### src/rtl/mem_bus_arbiter.sv
// Two-master (IF, LS) arbiter for one single-port memory.
// Ports: if_* fetch, ls_* load/store, mem_* memory side, err_o timeout.
module mem_bus_arbiter #(
  parameter int unsigned MAX_LS_STREAK = 3,
  parameter int unsigned TIMEOUT       = 16
) (
  input  logic        clk,
  input  logic        rst_n,
  input  logic        if_req_i,
  input  logic [31:0] if_addr_i,
  output logic        if_gnt_o,
  output logic        if_rvalid_o,
  output logic [31:0] if_rdata_o,
  input  logic        ls_req_i,
  input  logic        ls_we_i,
  input  logic [3:0]  ls_be_i,
  input  logic [31:0] ls_addr_i,
  input  logic [31:0] ls_wdata_i,
  output logic        ls_gnt_o,
  output logic        ls_rvalid_o,
  output logic [31:0] ls_rdata_o,
  output logic        mem_req_o,
  output logic        mem_we_o,
  output logic [3:0]  mem_be_o,
  output logic [31:0] mem_addr_o,
  output logic [31:0] mem_wdata_o,
  input  logic        mem_gnt_i,
  input  logic        mem_rvalid_i,
  input  logic [31:0] mem_rdata_i,
  output logic        err_o
);

  typedef enum logic [1:0] {
    IDLE,
    WAIT_IF,
    WAIT_LS
  } state_e;

  state_e      state_q, state_d;
  logic [3:0]  streak_q, streak_d;
  logic [7:0]  tmo_q, tmo_d;

  logic in_wait, rsp, tmo_exp, arb_en;
  logic force_if, win_if, win_ls, gnt;

  assign in_wait  = (state_q != IDLE);
  assign rsp      = in_wait & mem_rvalid_i;
  // tmo_q counts WAIT cycles already spent, so expiry
  // lands in the TIMEOUT-th WAIT cycle; a response wins.
  assign tmo_exp  = in_wait & ~mem_rvalid_i &
                    (tmo_q == 8'(TIMEOUT - 1));
  // rst_n gates the IDLE path so nothing leaks out
  // combinationally while reset is held.
  assign arb_en   = rst_n & ((state_q == IDLE) | rsp);
  assign force_if = (streak_q == 4'(MAX_LS_STREAK));
  assign win_if   = arb_en & if_req_i &
                    (~ls_req_i | force_if);
  assign win_ls   = arb_en & ls_req_i & ~win_if;
  assign gnt      = mem_gnt_i & (win_if | win_ls);

  always_comb begin
    mem_req_o   = 1'b0;
    mem_we_o    = 1'b0;
    mem_be_o    = 4'h0;
    mem_addr_o  = 32'h0;
    mem_wdata_o = 32'h0;
    unique case (1'b1)
      win_if: begin
        mem_req_o  = 1'b1;
        mem_be_o   = 4'hF;
        mem_addr_o = if_addr_i;
      end
      win_ls: begin
        mem_req_o   = 1'b1;
        mem_we_o    = ls_we_i;
        mem_be_o    = ls_be_i;
        mem_addr_o  = ls_addr_i;
        mem_wdata_o = ls_wdata_i;
      end
      default: ;
    endcase
  end

  always_comb begin
    if_gnt_o    = mem_gnt_i & win_if;
    ls_gnt_o    = mem_gnt_i & win_ls;
    if_rvalid_o = (rsp | tmo_exp) & (state_q == WAIT_IF);
    ls_rvalid_o = (rsp | tmo_exp) & (state_q == WAIT_LS);
    if_rdata_o  = 32'h0;
    ls_rdata_o  = 32'h0;
    if (rsp && state_q == WAIT_IF) if_rdata_o = mem_rdata_i;
    if (rsp && state_q == WAIT_LS) ls_rdata_o = mem_rdata_i;
    err_o       = tmo_exp;
  end

  always_comb begin
    state_d  = state_q;
    streak_d = streak_q;
    tmo_d    = tmo_q;
    if (gnt) begin
      state_d = win_if ? WAIT_IF : WAIT_LS;
      tmo_d   = 8'h0;
      if (win_if || !if_req_i) begin
        streak_d = 4'h0;
      end else if (!force_if) begin
        streak_d = streak_q + 4'h1;
      end
    end else if (rsp || tmo_exp) begin
      state_d = IDLE;
    end else if (in_wait) begin
      tmo_d = tmo_q + 8'h1;
    end
  end

  always_ff @(posedge clk or negedge rst_n) begin
    if (!rst_n) begin
      state_q  <= IDLE;
      streak_q <= 4'h0;
      tmo_q    <= 8'h0;
    end else begin
      state_q  <= state_d;
      streak_q <= streak_d;
      tmo_q    <= tmo_d;
    end
  end

endmodule

### config.mk
export PLATFORM = sky130hd
export DESIGN_NAME = mem_bus_arbiter
export DESIGN_NICKNAME = d
export VERILOG_FILES = /design/src/rtl/mem_bus_arbiter.sv
export SDC_FILE = /design/constraint.sdc
export NUM_CORES = 1
export LEC_CHECK = 0
export ABC_CLOCK_PERIOD_IN_PS = 2440
export BUFFER_PORTS_ARGS = -buffer_cell sky130_fd_sc_hd__buf_2
export CAP_MARGIN = 40
export CORE_AREA = 3 3 107 109
export DETAILED_ROUTE_END_ITERATION = 10
export DIE_AREA = 0 0 110 112
export SLEW_MARGIN = 10
export SYNTH_ARGS = -nofsm -noshare
export SYNTH_HDL_FRONTEND = slang
export SYNTH_SLANG_ARGS = --single-unit
### constraint.sdc
create_clock -name clk -period 2.44 [get_ports clk]
set_input_delay 0.488 -clock clk [delete_from_list [all_inputs] [get_ports clk]]
set_output_delay 0.488 -clock clk [all_outputs]
set_load 0.05 [all_outputs]
==> results of run 1 <==
## per-stage QoR
stage	setup TNS [ns]	area, um2	util [%]	instances
detailed placement	-0.0257	3800	35.5	655
global route	-7.53	4530	42.3	673
global placement	0	3800	35.5	655
finish	-3.03	4530	42.3	673
CTS	-0.622	4260	39.8	668
floorplan	-0.316	1890	-	246
## synthesized netlist by cell type, drive strengths merged, types with 2 or more instances
master / count
a21oi: 2
nor3b: 5
a31o: 2
o21ai: 5
nor2: 15
nand2: 11
nand4: 2
dfrtp: 14
nand3: 4
xnor2: 2
nor3: 4
a41oi: 2
inv: 4
or4: 2
a22o: 32
ha: 2
buf: 11
and2: 97
nand2b: 2
o211ai: 2
mux2i: 2
clkbuf: 9
## where the power goes
part	internal [W]	total, W	leakage, nW	switching (W)
Sequential	0.000264	0.000302	0.186	0.0000375
Combinational	0.000433	0.00103	2.24	0.000600
Clock	0.000143	0.000240	0.0288	0.0000962
Total	0.000841	0.00157	2.45	0.000734
## path summary, 6_finish.rpt
path	start	end	slack (ns)	cells past startpoint
worst max-delay path	streak_q[0]$_DFFE_PN0P_	mem_addr_o[12]	-0.11	7
worst min-delay path	rst_n	streak_q[1]$_DFFE_PN0P_	0.20	2
worst max register to register	streak_q[0]$_DFFE_PN0P_	streak_q[0]$_DFFE_PN0P_	0.56	7
worst min register to register	tmo_q[5]$_DFFE_PN0P_	tmo_q[5]$_DFFE_PN0P_	0.53	1
max in group asynchronous	rst_n	tmo_q[5]$_DFFE_PN0P_	2.07	2
min in group clk	tmo_q[5]$_DFFE_PN0P_	tmo_q[5]$_DFFE_PN0P_	0.53	1
## area by class of cell
| cell class | instances | area share [%] |
|---|---|---|
| Inverter | 4 | 0.332 |
| Multi-Input combinational cell | 208 | 34.3 |
| Timing Repair Buffer | 303 | 52.6 |
| Tap cell | 140 | 3.87 |
| Sequential cell | 14 | 7.76 |
| Clock buffer | 4 | 1.22 |
## cell families (layout without fill, tap and decap cells)
kind of cell               Yosys count  after routing  share of synthesized area (%)
xor gates and xnor gates             2              2                          0.945
DFF                                 14             14                           18.9
and+or+nand+nor                    147            147                           47.5
adders and majority gates            2              2                           1.35
buffers and inverters               24            311                           6.08
muxes                                2              2                           1.08
AOI/OAI and AO/OA                   55             55                           24.2
## metal layers
metal,vias to the layer above,routed length [um]
met4,0,84
met3,7,693
met5,-,0
met1,1379,4220
met2,143,7200
li1,1434,-
## flip-flops by register name, summed over array words and instances (netlist names)
register and flops:
state_q 2, tmo_q 8, streak_q 4
## repair_timing
action / 4_1_cts / 5_1_grt
gates cloned: 2 / 4
resized for setup: 95 / 64
setup buffers: 7 / 1
endpoints found under the setup margin: 72 / 73
pin swaps: 2 / 8
==> impl_metrics.json, run 1 <==
{
  "drive_above_1_share_pct": 67.0,
  "synth_area_um2": 1850,
  "syn_nets": 387,
  "vias": 2963,
  "fmax_mhz": 392,
  "setup_ws_ns": -0.108,
  "crit_buf_inv": 3,
  "met1_usage_pct": 19.0,
  "regArea_um2": 352,
  "cp_slowest_cell": "dfrtp_1",
  "grt_use_met2_pct": 36.0,
  "avgRoutedWirePerCell_um": 18.1,
  "final_cell_mix": "205 x buf_2, 71 x and2_1, 38 x buf_6",
  "route.detailed.drc": 0,
  "routed_wl_um": 12200,
  "powerDensity_nw_per_um2": 348,
  "synth_area_leaders": "and2_1 33%, dfrtp_1 19%, a22o_1 15%",
  "rsz0062_at_grt": "true",
  "drv_slew": 0,
  "fin_skew_ns": 0.00119,
  "syn_area_per_cell_um2": 7.53,
  "synth_edf_count": 0,
  "worst_slew_pin_slew_ns": 0.570,
  "grt.total_usage_pct": 17.4,
  "path_cells": "ha_2 > nor3b_4 > buf_4 > o2111a_2 > clkbuf_16 > a22o_4 > buf_12",
  "grt_pass1_vias": 3027,
  "finalPower_w": 0.00157,
  "io_pins": 278,
  "nFillCells": 1039,
  "globalplace.congestion": 0.815,
  "drt_iter0_markers": 108,
  "cts_buffer_depth": 2,
  "h-tree-depth": 1,
  "die_x_um": 110,
  "firstDrtPassIters": 6,
  "multiInputGateArea_um2": 1550,
  "worstSetupPathType": "reg -> out",
  "clkTransAtPathRegs_ns": 0.06,
  "start_kind": "register",
  "area_growth_pct": 144,
  "outcome": "complete, but fails checks",
  "die_h_um": 112,
  "yosys_warnings": 0,
  "port_buffers": 277,
  "yosysUniqueCellTypes": 43,
  "ys_ff_latch": 14,
  "numCtsBuffers": 3,
  "n_antenna_cell": 0,
  "drv_cap": 0,
  "hold_viol": 0,
  "arrival_ns": 2.06,
  "dieArea_um2": 12300,
  "via_per_inst": 4.40,
  "start_util_pct": 17.3,
  "globalRoute.busiestLayer": "met2",
  "cts.sinks": 14,
  "slew_headroom_pct": 61.6,
  "rows": 38,
  "antenna_found_initial": 0,
  "ys.flop_type": "dfrtp_1",
  "end_kind": "output pin",
  "grt-ovfl-total": 0,
  "vdd_drop_max_mv": 0.189,
  "synthCells": 246,
  "grt_util_met3_pct": 1.04,
  "violations": "negative setup slack",
  "core-area_um2": 10700,
  "period_share_pct": 104,
  "cts_tree": "done",
  "synth_top_cell_area_share_pct": 32.7,
  "cp_max_fo": 18,
  "final_common_cell": "buf_2",
  "synth-async-reset-ratio_pct": 100,
  "leakage_nw": 2.45,
  "clock_latency_ns": 0.25,
  "hpwl_um": 9390,
  "grt_max_degree": 37,
  "min_path_type": "in -> async",
  "crit_family": "compound AO/OA/AOI/OAI gates",
  "cts-root-buf": "clkbuf_8",
  "grt_pass1_wl_um": 16500,
  "hold_ws_ns": 0.196,
  "ys_seq_area_share_pct": 18.9,
  "yosys.area.top_type": "and2_1",
  "finalSetupViolCount": 49,
  "worst_ep_required_time_ns": 1.95,
  "nNetsFinal": 675,
  "hold_buffers": 0,
  "antenna_left": 0,
  "cpPeakStageDelay_ns": 0.41,
  "dp_slack_ns": -0.0257,
  "finalCriticalPeriod_ns": 2.55
}
Note: power is estimated with default switching activity, not from simulation.
==> inputs of run 2 (changes only) <==
ABC_CLOCK_PERIOD_IN_PS = 2300   (was 2440)
CORE_AREA = 3 3 106 108   (was 3 3 107 109)
DIE_AREA = 0 0 109 111   (was 0 0 110 112)
clock period = 2.3 ns   (was 2.44 ns; I/O delays follow)
==> run 2 against run 1 <==
The run still ends with negative setup slack left. Design area grew 2.4%. Combinational power grew 11%. Hold slack lost 0.034 ns. Die area shrank 1.8%. Non-clock buffer count grew 3. Sequential share of layout area shrank 0.21 points. Sequential power grew 6%. Critical path type unchanged. Sequential cell count is the same. Clock skew grew 0.0025 ns. Routed wire length shrank 1.9%. Via count grew 2.9%.
==> impl_metrics.json, run 2 (synthesis gave the netlist of run 1 again) <==
{
  "outcome": "complete, but fails checks",
  "violations": "negative setup slack",
  "clock_latency_ns": 0.25,
  "hpwl_um": 8540,
  "core-area_um2": 10300,
  "drive_above_1_share_pct": 70.7,
  "worstSetupPathType": "reg -> out",
  "regArea_um2": 350,
  "antenna_found_initial": 0,
  "routed_wl_um": 12000,
  "route.detailed.drc": 0,
  "power_switching_share_pct": 47.3,
  "vdd_drop_max_mv": 0.225,
  "end_kind": "output pin",
  "cts-root-buf": "clkbuf_8",
  "rows": 37,
  "path_cells": "ha_2 > nor3b_4 > a21o_1 > nor2_4 > buf_12 > buf_12 > and2_1 > buf_6",
  "pwr-share-comb_pct": 68.2,
  "dieArea_um2": 12100,
  "placed_cells": 654,
  "powerDensity_nw_per_um2": 362,
  "die_x_um": 109,
  "finalSetupViolCount": 71,
  "top_register": "tmo_q",
  "die_h_um": 111,
  "start_kind": "register",
  "leakage_nw": 2.54,
  "cp_slowest_cell": "dfrtp_1",
  "fin_util_pct": 44.9,
  "hold_viol": 0,
  "drv_cap": 0,
  "cp_max_fo": 17,
  "grt_pass1_vias": 3058,
  "vias": 3050,
  "critPathMostFrequentCell": "buf_12",
  "setup_ws_ns": -0.145,
  "crit_buf_inv": 3,
  "numCtsBuffers": 3,
  "drt_iter0_markers": 141,
  "cts_buffer_depth": 2,
  "globalplace.congestion": 1.08,
  "multiInputGateArea_um2": 1680,
  "area_growth_pct": 150,
  "fin_skew_ns": 0.00365,
  "cpPeakStageDelay_ns": 0.40,
  "avgRoutedWirePerCell_um": 17.8,
  "firstDrtPassIters": 4,
  "largest_register_ffs": 8,
  "reg_top3": "tmo_q (8), streak_q (4), state_q (2)",
  "min_path_type": "in -> async",
  "grt-ovfl-total": 0,
  "grt_pass1_wl_um": 16300,
  "n_antenna_cell": 0,
  "intPower_w": 0.000884,
  "drv_slew": 0,
  "worst_ep_required_time_ns": 1.84,
  "fmax_mhz": 409,
  "nFillCells": 982,
  "pwr-share-clk_pct": 12.8,
  "arrival_ns": 1.99,
  "worst_slew_pin_slew_ns": 0.609,
  "seq_power_share_pct": 19.0,
  "grt.total_usage_pct": 17.0,
  "cts_tree": "done",
  "final_common_cell": "buf_2",
  "port_buffers": 277,
  "final_cell_mix": "203 x buf_2, 75 x and2_1, 32 x buf_8",
  "finalPower_w": 0.00168,
  "nNetsFinal": 678,
  "cts.sinks": 14,
  "io_pins": 278,
  "slew_headroom_pct": 59.0,
  "grt_max_degree": 37,
  "period_share_pct": 106,
  "h-tree-depth": 1,
  "antenna_left": 0,
  "final_cells": 671,
  "power_switching_w": 0.000792,
  "start_util_pct": 17.9,
  "via_per_inst": 4.55,
  "clkTransAtPathRegs_ns": 0.06,
  "finalCriticalPeriod_ns": 2.45,
  "crit_family": "simple AND/OR/NAND/NOR gates",
  "hold_buffers": 0,
  "rsz0062_at_grt": "true"
}
-- run 2: power groups by stage --
stage          registers [W]  clock network (W)  logic (W)
4_1_cts             0.000317           0.000217    0.00105
5_1_grt             0.000326           0.000232    0.00120
3_5_place_dp        0.000319                  0   0.000897
2_1_floorplan       0.000317                  0   0.000580
3_3_place_gp        0.000316                  0   0.000889
6_report            0.000319           0.000215    0.00114
-- run 2: layout make-up --
type | instances | share of cell area [%]
Clock buffer | 3 | 0.890
Inverter | 4 | 0.324
Multi-Input combinational cell | 208 | 36.2
Sequential cell | 14 | 7.56
Tap cell | 136 | 3.67
Timing Repair Buffer | 306 | 51.3
-- run 2: layer usage --
| metal | up-vias | GRT usage [%] | wire length [um] |
|---|---|---|---|
| li1 | 1441 | - | - |
| met1 | 1408 | 20.2 | 4470 |
| met2 | 183 | 30.1 | 6010 |
| met3 | 18 | 2.91 | 1070 |
| met4 | 0 | 5.81 | 412 |
| met5 | - | 0 | 0 |
-- run 2: worst register-to-register path, delay by kind of cell, from the launching register on --
family	cells	cell delay, ns
AO/OA/AOI/OAI	2	0.59
flip-flops	1	0.40
AND/OR/NAND/NOR	2	0.33
adder cells (fa/ha/maj)	1	0.20
buffers and inverters	1	0.14
-- run 2: repair_timing --
item	4_1_cts	5_1_grt
cloned	2	4
setup buffers	6	2
gates resized for setup	151	53
endpoints found under the setup margin	73	73
pin swaps	4	21
-- run 2: final timing paths --
kind                            slack (ns)  depth (start not counted)                       to               startpoint
worst max register to register        0.54                          6  streak_q[0]$_DFFE_PN0P_  streak_q[0]$_DFFE_PN0P_
max in group asynchronous             1.97                          2     tmo_q[3]$_DFFE_PN0P_                    rst_n
min in group clk                      0.57                          3  streak_q[1]$_DFFE_PN0P_                 if_req_i
worst min register to register        0.58                          2     tmo_q[7]$_DFFE_PN0P_     tmo_q[7]$_DFFE_PN0P_
worst min-delay path                  0.16                          2  streak_q[2]$_DFFE_PN0P_                    rst_n
worst max-delay path                 -0.15                          8          mem_wdata_o[17]  streak_q[0]$_DFFE_PN0P_
-- run 2: through the flow --
stage | hold slack [ns] | instance area [um2] | worst slack [ns] | setup TNS, ns
2_1_floorplan | 0.164 | 1930 | -0.278 | -0.540
3_3_place_gp | 0.418 | 3660 | 0.0384 | 0
3_5_place_dp | 0.426 | 3660 | 0.00951 | 0
4_1_cts | 0.156 | 4320 | -0.108 | -4.47
5_1_grt | 0.170 | 4640 | -0.231 | -14.20
6_report | 0.161 | 4640 | -0.145 | -8.08
==> inputs of run 3 (changes only) <==
CORE_AREA = 2 2 108 110   (was 3 3 106 108)
DIE_AREA = 0 0 110 112   (was 0 0 109 111)
TNS_END_PERCENT = 5   (was default)
==> run 3 against run 2 <==
The run still ends with negative setup slack left. Largest power group unchanged. Largest cell class unchanged. Routed wire length grew 11%. Core utilization shrank 3.9 points. Worst setup slack gained 0.041 ns. Die area grew 1.8%. Fmax grew 1.7%.
==> impl_metrics.json, run 3 (synthesis gave the netlist of run 1 again) <==
{
  "path_cells": "ha_2 > nor3b_4 > a21o_1 > nor2_4 > buf_12 > clkbuf_16 > a22o_1 > buf_6",
  "leakage_nw": 2.46,
  "start_util_pct": 16.6,
  "finalCriticalPeriod_ns": 2.40,
  "period_share_pct": 105,
  "top_register": "tmo_q",
  "slew_headroom_pct": 55.6,
  "dpl-instance-area_um2": 4000,
  "drt_iter0_markers": 149,
  "worst_slew_pin_slew_ns": 0.660,
  "cts_tree": "done",
  "clock_latency_ns": 0.25,
  "worstSetupPathType": "reg -> out",
  "fin_area_um2": 4580,
  "grt_pass1_wl_um": 17800,
  "drive_above_1_share_pct": 65.2,
  "worstSetupStartpoint": "streak_q[1]$_DFFE_PN0P_",
  "arrival_ns": 1.94,
  "numCtsBuffers": 3,
  "end_kind": "output pin",
  "h-tree-depth": 1,
  "outcome": "complete, but fails checks",
  "cp_slowest_cell": "dfrtp_1",
  "io_pins": 278,
  "setup_ws_ns": -0.104,
  "die_h_um": 112,
  "start_kind": "register",
  "die_x_um": 110,
  "nNetsFinal": 673,
  "grt.total_usage_pct": 20.0,
  "antenna_found_initial": 1,
  "reg_top3": "tmo_q (8), streak_q (4), state_q (2)",
  "clkTransAtPathRegs_ns": 0.05,
  "final_common_cell": "buf_2",
  "crit_end": "mem_addr_o[3]",
  "fmax_mhz": 416,
  "largest_register_ffs": 8,
  "grt-ovfl-total": 0,
  "vdd_drop_max_mv": 0.216,
  "r2r-start": "tmo_q[4]$_DFFE_PN0P_",
  "n_antenna_cell": 0,
  "min_path_type": "in -> async",
  "via_per_inst": 4.48,
  "reg2reg_depth": 5,
  "cp_max_fo": 12,
  "finalSetupViolCount": 69,
  "cts.sinks": 14,
  "worst_ep_required_time_ns": 1.84,
  "cts-root-buf": "clkbuf_16",
  "powerDensity_nw_per_um2": 394,
  "avgRoutedWirePerCell_um": 19.7,
  "hpwl_um": 11200,
  "cpPeakStageDelay_ns": 0.35,
  "globalplace.congestion": 0.843,
  "fin_skew_ns": 0.00732,
  "hold_ws_ns": 0.170,
  "r2r-end": "tmo_q[7]$_DFFE_PN0P_",
  "hold_viol": 0,
  "grt_max_degree": 49,
  "cts_buffer_depth": 2,
  "antenna_left": 0,
  "route.detailed.drc": 0,
  "routed_wl_um": 13300,
  "violations": "negative setup slack",
  "final_cell_mix": "204 x buf_2, 70 x and2_1, 43 x buf_6",
  "regToRegSetupSlack_ns": 0.47,
  "port_buffers": 277,
  "firstDrtPassIters": 4,
  "rsz0062_at_grt": "true",
  "area_growth_pct": 147,
  "drv_slew": 0,
  "dieArea_um2": 12300,
  "vias": 3021,
  "drv_cap": 0,
  "grt_pass1_vias": 2994,
  "rows": 39,
  "core-area_um2": 11200
}
## run 3: changes by cell type in the layout (fill, tap and decap cells not counted), moves of 2 or more
cell | before | now
a22o_1 | 2 | 32
a22o_2 | 13 | 0
a22o_4 | 17 | 0
and2_1 | 75 | 70
and2_4 | 21 | 27
buf_12 | 12 | 37
buf_16 | 2 | 0
buf_4 | 25 | 14
buf_6 | 29 | 43
buf_8 | 32 | 1
clkbuf_16 | 3 | 5
clkbuf_8 | 3 | 1
nor2_1 | 8 | 13
nor2_2 | 5 | 0
## run 3: critical path, delay by kind of cell, from the launching register on
family | cells | cell delay (ns)
adders and majority gates | 1 | 0.18
and+or+nand+nor | 2 | 0.29
DFF | 1 | 0.35
AOI/OAI and AO/OA | 2 | 0.41
buffers and inverters | 3 | 0.46
## run 3: how the worst min path moves through the flow
stage                              end  slack [ns]  depth (start not counted)
3_5_place_dp   streak_q[0]$_DFFE_PN0P_        0.44                          2
5_1_grt        streak_q[0]$_DFFE_PN0P_        0.20                          2
4_1_cts        streak_q[0]$_DFFE_PN0P_        0.18                          2
3_3_place_gp   streak_q[1]$_DFFE_PN0P_        0.45                          2
2_1_floorplan   state_q[0]$_DFFE_PN0P_        0.16                          0
6_report       streak_q[1]$_DFFE_PN0P_        0.17                          2
## run 3: layout make-up
type,count,area [um2]
flip-flops and latches,14,350
multi-input cells,208,1530
well taps,143,179
inverters,4,15.0
clock buffers,4,88.8
repair buffers,301,2420
fillers,1125,6600
## run 3: routing by layer
layer / part of all wire [%] / track usage, % / routed length, um / vias up
li1: - / - / - / 1432
met1: 33 / 19.9 / 4420 / 1402
met2: 57 / 40.2 / 7580 / 162
met3: 4.2 / 1.05 / 559 / 25
met4: 5.4 / 10.1 / 722 / 0
met5: 0 / 0 / 0 / -
## run 3: power breakdown
| group | leakage (nW) | internal (W) | switching, W |
|---|---|---|---|
| logic | 2.23 | 0.000460 | 0.000642 |
| clock network | 0.0442 | 0.000264 | 0.000112 |
| registers | 0.187 | 0.000281 | 0.0000430 |
| total | 2.46 | 0.00101 | 0.000797 |
## run 3: through the flow
| stage | utilization (%) | worst slack, ns | power, W | cells | TNS, ns |
|---|---|---|---|---|---|
| after floorplan | - | -0.293 | 0.000884 | 246 | -1.80 |
| after detailed placement | 35.8 | 0.0240 | 0.00128 | 661 | 0 |
| after global routing | 41.0 | -0.212 | 0.00188 | 674 | -11.05 |
| after global placement | 35.8 | 0.0345 | 0.00126 | 661 | 0 |
| final | 41.0 | -0.104 | 0.00180 | 674 | -3.94 |
| after CTS | 39.9 | -0.152 | 0.00177 | 670 | -5.34 |
## run 3: repair_timing
action | 4_1_cts | 5_1_grt
cloned | 1 | 3
endpoints found under the setup margin | 72 | 72
gates resized for setup | 107 | 21
setup buffers | 4 | 2
pin swaps | 25 | 29
endpoints found under the hold margin | 0 | 0
hold buffers | 0 | 0
